==> src/rtl/rv32i_fetch_unit.sv <==
// rv32i_fetch_unit: in-order instruction fetch with a small response queue.
// Requests carry a credit so that allocated entries plus responses still owed
// to a flushed fetch never exceed DEPTH. Redirects flush the queue and count
// the responses that must still be discarded.
module rv32i_fetch_unit #(
   parameter logic [31:0] RESET_PC = 32'h0000_0000,
   parameter int          DEPTH    = 2,
   parameter logic [31:0] NOP_INST = 32'h0000_0013
) (
   input  logic        clk,
   input  logic        rst,
   output logic        imem_req_valid,
   input  logic        imem_req_ready,
   output logic [31:0] imem_req_addr,
   input  logic        imem_rsp_valid,
   input  logic [31:0] imem_rsp_data,
   input  logic        redirect,
   input  logic [31:0] redirect_pc,
   output logic        dec_valid,
   input  logic        dec_ready,
   output logic [31:0] dec_inst,
   output logic [31:0] dec_pc
);

   localparam int AW = (DEPTH > 1) ? $clog2(DEPTH) : 1;
   localparam int CW = $clog2(DEPTH + 1);
   localparam logic [AW-1:0] PTR_ONE = AW'(1);
   localparam logic [CW:0]   W_DEPTH = DEPTH[CW:0];

   logic [31:0]      r_pc;
   logic [AW-1:0]    r_head;
   logic [AW-1:0]    r_tail;
   logic [AW-1:0]    r_fill_ptr;
   logic [CW-1:0]    r_alloc_cnt;
   logic [CW-1:0]    r_unfilled_cnt;
   logic [CW-1:0]    r_drop_cnt;
   logic [31:0]      r_q_pc   [DEPTH];
   logic [31:0]      r_q_data [DEPTH];
   logic [DEPTH-1:0] r_q_filled;

   logic [CW:0] w_inflight;
   logic        w_req_valid;
   logic        w_req_fire;
   logic        w_dec_valid;
   logic        w_pop;
   logic        w_fill;
   logic        w_drop_rsp;

   // Credit, handshake and queue-event decode from current state and inputs.
   always_comb begin
      w_inflight  = {1'b0, r_alloc_cnt} + {1'b0, r_drop_cnt};
      w_req_valid = !rst && !redirect && (w_inflight < W_DEPTH);
      w_req_fire  = w_req_valid && imem_req_ready;
      w_dec_valid = (r_alloc_cnt != '0) && r_q_filled[r_head] && !redirect;
      w_pop       = w_dec_valid && dec_ready;
      w_drop_rsp  = imem_rsp_valid && (r_drop_cnt != '0);
      w_fill      = imem_rsp_valid && (r_drop_cnt == '0) && !redirect;
   end

   // Control state: PC, queue pointers, occupancy and drop counters.
   always_ff @(posedge clk) begin
      if (rst) begin
         r_pc           <= RESET_PC;
         r_head         <= '0;
         r_tail         <= '0;
         r_fill_ptr     <= '0;
         r_alloc_cnt    <= '0;
         r_unfilled_cnt <= '0;
         r_drop_cnt     <= '0;
         r_q_filled     <= '0;
      end else if (redirect) begin
         // A response arriving now pays off one owed response first.
         r_pc           <= {redirect_pc[31:2], 2'b00};
         r_head         <= '0;
         r_tail         <= '0;
         r_fill_ptr     <= '0;
         r_alloc_cnt    <= '0;
         r_unfilled_cnt <= '0;
         r_drop_cnt     <= r_drop_cnt + r_unfilled_cnt - CW'(imem_rsp_valid);
         r_q_filled     <= '0;
      end else begin
         if (w_req_fire) begin
            r_pc               <= r_pc + 32'd4;
            r_tail             <= r_tail + PTR_ONE;
            r_q_filled[r_tail] <= 1'b0;
         end
         if (w_pop) begin
            r_head <= r_head + PTR_ONE;
         end
         if (w_fill) begin
            r_fill_ptr             <= r_fill_ptr + PTR_ONE;
            r_q_filled[r_fill_ptr] <= 1'b1;
         end
         r_alloc_cnt    <= r_alloc_cnt + CW'(w_req_fire) - CW'(w_pop);
         r_unfilled_cnt <= r_unfilled_cnt + CW'(w_req_fire) - CW'(w_fill);
         r_drop_cnt     <= r_drop_cnt - CW'(w_drop_rsp);
      end
   end

   // Queue payload: PC captured at request, instruction word at fill.
   always_ff @(posedge clk) begin
      if (w_req_fire) begin
         r_q_pc[r_tail] <= r_pc;
      end
      if (w_fill) begin
         r_q_data[r_fill_ptr] <= imem_rsp_data;
      end
   end

   assign imem_req_valid = w_req_valid;
   assign imem_req_addr  = r_pc;
   assign dec_valid      = w_dec_valid;
   assign dec_inst       = w_dec_valid ? r_q_data[r_head] : NOP_INST;
   assign dec_pc         = w_dec_valid ? r_q_pc[r_head] : 32'h0000_0000;

endmodule

==> config.mk <==
export PLATFORM = sky130hd
export DESIGN_NAME = rv32i_fetch_unit
export DESIGN_NICKNAME = d
export VERILOG_FILES = /design/src/rtl/rv32i_fetch_unit.sv
export SDC_FILE = /design/constraint.sdc
export NUM_CORES = 1
export LEC_CHECK = 0
export ABC_AREA = 1
export CAP_MARGIN = 20
export CORE_MARGIN = 1.5
export CORE_UTILIZATION = 40
export CTS_CLUSTER_SIZE = 30
export DETAILED_ROUTE_END_ITERATION = 12
export PLACE_DENSITY = 0.66
export SYNTH_ARGS = -nofsm -noshare
export SYNTH_HDL_FRONTEND = slang
export SYNTH_SLANG_ARGS = --single-unit
export TNS_END_PERCENT = 20
==> constraint.sdc <==
create_clock -name clk -period 9.3 [get_ports clk]
set_input_delay 2.325 -clock clk [delete_from_list [all_inputs] [get_ports clk]]
set_output_delay 2.325 -clock clk [all_outputs]
set_load 0.005 [all_outputs]
==> results.py, run 1 <==
metrics = {
    "status": {
        "status": "completed",
    },
    "critical_path": {
        "path_delay_family": "buffers and inverters",
        "r2r_cells": 5,
        "critical_path_class": "in -> out",
        "cp_num_cells": 7,
        "worstPathCellList": "clkdlybuf4s50_1 -> buf_4 -> nor3_4 -> inv_2 -> buf_4 -> a21oi_1 -> clkdlybuf4s50_1",
        "end_kind": "output pin",
        "cp_num_buf_inv": 5,
        "cpPeakStageDelay_ps": 530,
        "worstPathMaxFanout": 47,
        "critPathRequiredTime_ps": 6980,
        "worstPathArrival_ps": 4690,
        "slowest_stage": "clkdlybuf4s50_1",
        "start_kind": "input pin",
        "r2r_setup_slack_ps": 6400,
    },
    "logic_synthesis": {
        "synth_warnings": 0,
        "synth-seq-cells": 166,
        "avgSynthCellArea_um2": 9.574,
        "synth_seq_area_share_pct": 61.76,
        "syn_area_mm2": 0.007391,
        "yosysUniqueCellTypes": 36,
        "syn_inst": 772,
    },
    "clock_tree": {
        "postCtsSetupBuffers": 0,
        "clkTransAtPathRegs_ps": 60,
        "cts_resized": 0,
        "clockBufferDepth": 2,
        "cts_buffers": 17,
        "cts_root_buffer": "clkbuf_16",
        "cts_hold_buf": 0,
        "cts_tree": "built",
        "cts.sink_count": 166,
        "clkLatencyLatePin_ps": 420,
        "htree_levels": 4,
    },
    "power_and_ir_drop": {
        "p_leak_nw": 3.641,
        "vdd_drop_max_v": 0.0001284,
        "p_per_area_mw_per_mm2": 169.5,
        "p_total_w": 0.001656,
    },
    "cells_and_area": {
        "utilization_pct": 54.20,
        "final_nets": 1006,
        "antenna_cells": 0,
        "final_cell_mix": "nand2_1 (240), clkdlybuf4s50_1 (161), edfxtp_1 (124)",
        "nFillCells": 1614,
        "final_common_cell": "nand2_1",
        "area.growth.synth_to_final_pct": 32.18,
        "drive_above_1_share_pct": 7.242,
    },
    "timing": {
        "slew_viol_final": 0,
        "relSlewSlack_pct": 33.83,
        "hold_violations": 0,
        "finalCritPeriodShare_pct": 75.41,
        "grt_setup_unrepaired": "false",
        "worstMarginPinSlew_ps": 990.1,
        "setup-tns-final_ps": 0,
        "min_period_ps": 7013,
        "finClkSkew_ps": 8.345,
        "setup_viol": 0,
        "max_freq_ghz": 0.1426,
    },
    "die": {
        "fp.dieH_um": 138.9,
        "start_util_pct": 41.00,
        "ioPinCount": 168,
        "coreArea_mm2": 0.01802,
        "dieArea_mm2": 0.01930,
        "fp-row-count": 49,
        "die_w_um": 138.9,
    },
    "placed_design": {
        "portBuffers": 161,
        "gp_congestion": 0.8687,
        "dp.final_hpwl_um": 12110,
    },
    "detailed_routing": {
        "wire_per_inst_um": 15.67,
        "maxUsedRoutingLayer": "met4",
        "wl_met1_um": 8545,
        "wl_um": 18300,
        "drt_iter0_markers": 361,
        "dr.pass1.iters": 5,
        "dr_wl_met3_um": 1207,
        "dr_wl_met2_um": 8313,
        "drcViolationCount": 0,
        "via_per_inst": 4.883,
        "ant_nets": 0,
        "vias": 5703,
    },
    "global_route": {
        "grtUsageTotal_pct": 19.57,
        "grt_pass1_wl_um": 29370,
        "grt_pass1_vias": 5470,
        "antenna_found_initial": 0,
        "grt_max_degree": 63,
        "grt_overflow": 0,
    },
    "run": {
        "drv_cap": 0,
    },
    "min_path": {
        "holdPathStages": 2,
        "hold_class": "reg -> reg",
    },
}
## worst paths after layout
check                  endpoint     startpoint
hold reg to reg   r_q_filled[1]  r_q_filled[1]
setup reg to reg  r_q_pc[0][19]  r_drop_cnt[1]
hold / removal    r_q_filled[1]  r_q_filled[1]
setup / recovery   dec_inst[24]       redirect
## metal layers
layer  up-vias  global-route usage (%)
met5         -                       0
met4         0                   5.044
met3        20                   4.282
met2       201                   30.72
met1      2633                   27.66
li1       2849                       -
## Yosys cell counts
cell type / n / area share, %
a22oi_1: 1 / 0.10
o21ai_0: 20 / 1.4
nand2_2: 3 / 0.25
inv_2: 3 / 0.15
nor2_2: 7 / 0.59
clkbuf_1: 22 / 1.1
nand3_4: 1 / 0.24
xnor2_1: 8 / 0.95
nor3_1: 6 / 0.41
buf_1: 1 / 0.051
nor2_1: 51 / 2.6
o211ai_1: 2 / 0.20
o31ai_1: 1 / 0.10
o21ai_1: 5 / 0.34
o22ai_1: 1 / 0.085
conb_1: 1 / 0.051
dfxtp_1: 42 / 11
buf_4: 6 / 0.61
nor3b_1: 1 / 0.10
nand4_1: 3 / 0.25
clkinv_1: 2 / 0.10
nor2_4: 6 / 0.91
buf_6: 3 / 0.46
edfxtp_1: 124 / 50
ha_1: 8 / 1.4
inv_1: 68 / 3.5
nand2_1: 240 / 12
or2_2: 3 / 0.25
xor2_1: 8 / 0.95
a31oi_1: 7 / 0.59
a21oi_1: 84 / 5.7
nor3_4: 1 / 0.22
nand2_4: 1 / 0.15
fa_1: 1 / 0.27
nand3_1: 28 / 1.9
buf_2: 3 / 0.20
## kinds of logic (layout without fill, tap and decap cells)
kind of cell | Yosys count | after routing | synth area share [%]
AND/OR/NAND/NOR | 351 | 351 | 20.06
other | 1 | 4 | 0.05074
buffers and inverters | 108 | 272 | 6.145
adder cells (fa/ha/maj) | 9 | 9 | 1.625
flip-flops | 166 | 166 | 61.76
XOR/XNOR | 16 | 16 | 1.896
AO/OA/AOI/OAI | 121 | 121 | 8.465
## power by group
| group | switching (W) | internal, W | total [W] |
|---|---|---|---|
| combinational | 0.0000595 | 0.0000626 | 0.000122 |
| sequential | 0.0000228 | 0.000824 | 0.000847 |
| clock | 0.000291 | 0.000397 | 0.000687 |
| total | 0.000373 | 0.00128 | 0.00166 |
## tightest hold or removal path, delay by kind of cell, from the launching register on
| kind | cells | cell delay [ps] |
|---|---|---|
| flops | 1 | 300 |
| compound gates | 2 | 140 |
## flip-flops by register name, indices dropped and copies added (netlist names), named ones only
signal          cells
r_unfilled_cnt      2
r_q_data           64
r_tail              1
r_alloc_cnt         2
imem_req_addr      30
r_fill_ptr          1
r_drop_cnt          2
r_head              1
r_q_pc             60
r_q_filled          2
## stage by stage
stage,area (um^2),hold WS [ps],setup WS (ps),std cells
6_report,9769,494.0,2287,1168
5_1_grt,9769,514.5,2098,1168
4_1_cts,9769,485.6,2199,1168
3_5_place_dp,9194,477.2,2210,1137
3_3_place_gp,9194,462.7,2205,1137
2_1_floorplan,7402,450.7,3741,775
## area by class of cell
cell class,instances,area (um^2),area share [%]
flip-flops and latches,166,4566,46.73
repair buffers,168,1664,17.03
clock inverters,14,150.1,1.537
well taps,229,286.5,2.933
clock buffers,17,425.4,4.355
multi-input cells,501,2404,24.60
inverters,73,274.0,2.805
No activity file was read; power rests on OpenSTA's default activity.
==> inputs of run 2 (changes only) <==
- clock period: 9.3 -> 6.6 ns (I/O delays scaled with it)
==> results.py, run 2 (synthesized netlist as in run 1, its figures left out) <==
metrics = {
    "clock_tree": {
        "cts_tree": "built",
        "cts_root_buffer": "clkbuf_16",
        "cts_hold_buf": 0,
        "clkTransAtPathRegs_ps": 60,
        "htree_levels": 4,
        "postCtsSetupBuffers": 0,
        "cts_buffers": 17,
        "clockBufferDepth": 2,
        "cts.sink_count": 166,
        "cts_resized": 0,
        "clkLatencyLatePin_ps": 420,
    },
    "detailed_routing": {
        "wl_met1_um": 8678,
        "dr_wl_met2_um": 8385,
        "ant_nets": 0,
        "dr.pass1.iters": 5,
        "wire_per_inst_um": 15.77,
        "via_per_inst": 4.878,
        "maxUsedRoutingLayer": "met4",
        "vias": 5702,
        "wl_um": 18440,
        "drt_iter0_markers": 337,
        "dr_wl_met3_um": 1103,
        "drcViolationCount": 0,
    },
    "cells_and_area": {
        "largest_reg_flops": 64,
        "regMostFlops": "r_q_data",
        "final_common_cell": "nand2_1",
        "antenna_cells": 0,
        "final_cell_mix": "nand2_1 (240), clkdlybuf4s50_1 (161), edfxtp_1 (124)",
        "drive_above_1_share_pct": 7.021,
        "final_nets": 1006,
        "area.growth.synth_to_final_pct": 32.06,
        "nFillCells": 1626,
        "utilization_pct": 54.15,
    },
    "global_route": {
        "grt_overflow": 0,
        "grt_max_degree": 63,
        "grt_pass1_wl_um": 29050,
        "grtUsageTotal_pct": 19.42,
        "antenna_found_initial": 0,
        "grt_pass1_vias": 5315,
    },
    "timing": {
        "hold_violations": 0,
        "min_period_ps": 5603,
        "setup-tns-final_ps": 0,
        "grt_setup_unrepaired": "false",
        "worstMarginPinSlew_ps": 1012,
        "max_freq_ghz": 0.1785,
        "finalCritPeriodShare_pct": 84.90,
        "slew_viol_final": 0,
        "relSlewSlack_pct": 32.35,
        "setup_viol": 0,
        "finClkSkew_ps": 10.09,
    },
    "critical_path": {
        "critPathRequiredTime_ps": 4950,
        "critical_path_class": "in -> out",
        "r2r_cells": 7,
        "worstPathMaxFanout": 40,
        "r2r_setup_slack_ps": 3680,
        "rr_endpoint": "r_q_pc[1][25]",
        "start_kind": "input pin",
        "end_kind": "output pin",
        "r2r_start": "r_alloc_cnt[0]",
        "worstPathArrival_ps": 3950,
    },
    "power_and_ir_drop": {
        "p_per_area_mw_per_mm2": 235.7,
        "p_leak_nw": 3.617,
        "p_total_w": 0.002301,
        "vdd_drop_max_v": 0.0001762,
    },
    "die": {
        "fp-row-count": 49,
        "fp.dieH_um": 138.9,
        "coreArea_mm2": 0.01802,
        "start_util_pct": 41.00,
        "die_w_um": 138.9,
        "dieArea_mm2": 0.01930,
        "ioPinCount": 168,
    },
    "placed_design": {
        "dp.final_hpwl_um": 12270,
        "portBuffers": 161,
        "gp_congestion": 0.8777,
    },
    "run": {
        "drv_cap": 0,
    },
    "min_path": {
        "holdPathStages": 2,
        "holdCritStartpoint": "r_q_filled[1]",
        "hold_class": "reg -> reg",
        "hold_path_end": "r_q_filled[1]",
    },
    "status": {
        "status": "completed",
    },
}
## run 2: changes by cell type in the layout (fill, tap and decap cells not counted)
| cell | previous run | this run |
|---|---|---|
| clkinv_2 | 4 | 1 |
| clkinvlp_4 | 0 | 4 |
| bufinv_16 | 2 | 1 |
| buf_12 | 0 | 1 |
| clkinv_4 | 4 | 2 |
| buf_4 | 7 | 6 |
| clkbuf_1 | 0 | 3 |
## run 2: where the power goes
group	switching, W	total [W]	internal [W]
Sequential	0.0000319	0.00119	0.00116
Clock	0.000412	0.000936	0.000524
Combinational	0.0000841	0.000172	0.0000880
## run 2: worst max-delay path by stage
| stage | from | endpoint | slack [ps] | depth (start not counted) |
|---|---|---|---|---|
| 6_report | redirect | dec_pc[3] | 1000 | 6 |
| 5_1_grt | redirect | dec_pc[3] | 850 | 6 |
| 4_1_cts | redirect | dec_pc[3] | 970 | 6 |
| 3_5_place_dp | redirect | dec_pc[3] | 1020 | 6 |
| 3_3_place_gp | redirect | dec_pc[3] | 820 | 5 |
| 2_1_floorplan | redirect | dec_pc[21] | 2390 | 6 |
## run 2: per-layer routing
layer | vias to the layer above | global-route usage [%]
met3 | 18 | 4.869
li1 | 2865 | -
met1 | 2630 | 26.63
met5 | - | 0
met2 | 189 | 30.46
met4 | 0 | 6.031
## run 2: final cells by class
| cell class | count | area [um^2] | area share [%] |
|---|---|---|---|
| Sequential cell | 166 | 4566 | 46.78 |
| Multi-Input combinational cell | 501 | 2404 | 24.63 |
| Clock buffer | 20 | 436.7 | 4.474 |
| Clock inverter | 12 | 117.6 | 1.205 |
| Tap cell | 229 | 286.5 | 2.936 |
| Inverter | 73 | 274.0 | 2.807 |
| Timing Repair Buffer | 168 | 1677 | 17.18 |
## run 2: through the flow
stage / setup WS (ps) / hold WS, ps / instance area (um^2) / cells
2_1_floorplan: 2391 / 450.7 / 7402 / 775
3_3_place_gp: 821.4 / 458.9 / 9186 / 1136
3_5_place_dp: 1023 / 474.9 / 9206 / 1137
4_1_cts: 971.0 / 493.3 / 9761 / 1169
5_1_grt: 846.3 / 511.1 / 9761 / 1169
6_report: 996.8 / 491.8 / 9761 / 1169
## run 2: worst max-delay path: stages
cell	delay, ps
clkdlybuf4s50_1	520
nor3_4	410
inv_2	270
buf_12	270
a21oi_1	210
clkdlybuf4s50_1	610
==> inputs of run 3 (changes only) <==
- PLACE_DENSITY: 0.66 -> 0.69
- clock period: 6.6 -> 4.8 ns (I/O delays scaled with it)
==> results.py, run 3 (synthesized netlist as in run 1, its figures left out) <==
metrics = {
    "status": {
        "status": "completed",
    },
    "critical_path": {
        "start_kind": "input pin",
        "worstPathArrival_ps": 3130,
        "slowest_stage": "clkdlybuf4s50_1",
        "worstPathCellList": "clkdlybuf4s50_1 -> nor3_4 -> inv_2 -> buf_12 -> a21oi_1 -> clkdlybuf4s50_1",
        "r2r_cells": 11,
        "r2r_start": "r_alloc_cnt[0]",
        "critPathRequiredTime_ps": 3600,
        "worstPathMaxFanout": 38,
        "cpMostUsedCell": "clkdlybuf4s50_1",
        "cpPeakStageDelay_ps": 540,
        "critical_path_class": "in -> out",
        "crit_start": "redirect",
        "end_kind": "output pin",
        "rr_endpoint": "r_unfilled_cnt[1]",
        "critPathCapture": "dec_pc[29]",
        "r2r_setup_slack_ps": 2200,
    },
    "detailed_routing": {
        "dr.pass1.iters": 6,
        "via_per_inst": 4.896,
        "wl_um": 18370,
        "ant_nets": 0,
        "vias": 5758,
        "wire_per_inst_um": 15.62,
        "drcViolationCount": 0,
        "drt_iter0_markers": 370,
    },
    "timing": {
        "finalCritPeriodShare_pct": 90.22,
        "hold_violations": 0,
        "min_period_ps": 4331,
        "setup_viol": 0,
        "setup-tns-final_ps": 0,
        "finClkSkew_ps": 9.588,
        "relSlewSlack_pct": 43.21,
        "grt_setup_unrepaired": "false",
        "max_freq_ghz": 0.2309,
        "slew_viol_final": 0,
        "worstMarginPinSlew_ps": 850.6,
    },
    "cells_and_area": {
        "regMostFlops": "r_q_data",
        "final_cell_mix": "nand2_1 (240), clkdlybuf4s50_1 (161), edfxtp_1 (124)",
        "area.growth.synth_to_final_pct": 33.23,
        "final_common_cell": "nand2_1",
        "final_nets": 1013,
        "design_area_mm2": 0.009847,
        "drive_above_1_share_pct": 8.025,
        "antenna_cells": 0,
        "largest_reg_flops": 64,
        "nFillCells": 1637,
    },
    "min_path": {
        "hold_class": "reg -> reg",
    },
    "die": {
        "coreArea_mm2": 0.01802,
        "fp.dieH_um": 138.9,
        "fp-row-count": 49,
        "ioPinCount": 168,
        "start_util_pct": 41.00,
        "dieArea_mm2": 0.01930,
        "die_w_um": 138.9,
    },
    "power_and_ir_drop": {
        "p_sw_w": 0.0007626,
        "p_leak_nw": 3.677,
        "vdd_drop_max_v": 0.0002479,
        "clkPwrFrac_pct": 41.6,
        "p_comb_share_pct": 7.5,
        "p_per_area_mw_per_mm2": 327.0,
        "swShare_pct": 23.69,
        "p_int_w": 0.002457,
        "pwr-share-seq_pct": 50.9,
    },
    "clock_tree": {
        "htree_levels": 4,
        "clkLatencyLatePin_ps": 430,
        "clockBufferDepth": 2,
        "clkTransAtPathRegs_ps": 60,
        "cts_buffers": 17,
        "cts_tree": "built",
        "cts_root_buffer": "clkbuf_16",
        "cts.sink_count": 166,
        "postCtsSetupBuffers": 0,
        "cts_resized": 0,
        "cts_hold_buf": 0,
    },
    "global_route": {
        "grt_pass1_wl_um": 28970,
        "grt_overflow": 0,
        "grt_max_degree": 63,
        "antenna_found_initial": 0,
        "grtUsageTotal_pct": 19.34,
        "grt_pass1_vias": 5385,
    },
    "placed_design": {
        "dp.final_hpwl_um": 12290,
        "portBuffers": 161,
        "gp_congestion": 0.8658,
        "placed_cell_area_mm2": 0.009259,
    },
    "run": {
        "drv_cap": 0,
    },
}
run 3: power groups by stage:
| stage | registers (W) | clock network, W | logic (W) |
|---|---|---|---|
| after floorplan | 0.00166 | 0 | 0.000115 |
| after global placement | 0.00167 | 0 | 0.000236 |
| after detailed placement | 0.00167 | 0 | 0.000239 |
| after CTS | 0.00164 | 0.00137 | 0.000241 |
| after global routing | 0.00165 | 0.00143 | 0.000268 |
| final | 0.00164 | 0.00134 | 0.000240 |
run 3: layer usage:
| metal | routed length [um] | track usage [%] |
|---|---|---|
| met5 | 0 | 0 |
| met1 | 8356 | 26.55 |
| met3 | 1160 | 4.351 |
| met2 | 8625 | 30.77 |
| met4 | 230 | 5.811 |
run 3: worst max-delay path: cells and delay by family:
kind,cells,cell delay (ps)
compound gates,1,200
buf+inv,4,1460
simple gates,1,240
run 3: final cells by class:
type	instances	area (um^2)	share of cell area [%]
flip-flops and latches	166	4566	46.37
repair buffers	175	1729	17.56
multi-input cells	501	2404	24.41
well taps	229	286.5	2.910
clock buffers	17	425.4	4.320
inverters	73	274.0	2.783
clock inverters	15	162.7	1.652
run 3: through the flow:
stage / hold WS [ps] / util, % / setup WS (ps) / total power [W] / cells
floorplan: 450.7 / - / 1304 / 0.001775 / 775
global placement: 466.7 / 51.37 / 436.7 / 0.001906 / 1144
detailed placement: 470.7 / 51.37 / 442.2 / 0.001911 / 1144
global route: 504.5 / 54.63 / 337.2 / 0.003341 / 1176
finish: 482.0 / 54.63 / 469.2 / 0.003220 / 1176
CTS: 484.8 / 54.63 / 428.8 / 0.003249 / 1176
run 3: worst min-delay path by stage:
stage | cells after the start | to | start | slack (ps)
after floorplan | 2 | r_q_filled[1] | r_q_filled[1] | 450
after global placement | 2 | r_q_filled[1] | r_q_filled[1] | 470
after detailed placement | 0 | r_q_pc[1][31] | imem_req_addr[31] | 470
after CTS | 2 | r_q_filled[1] | r_q_filled[1] | 480
after global routing | 0 | r_q_pc[1][31] | imem_req_addr[31] | 500
final | 2 | r_q_filled[1] | r_q_filled[1] | 480
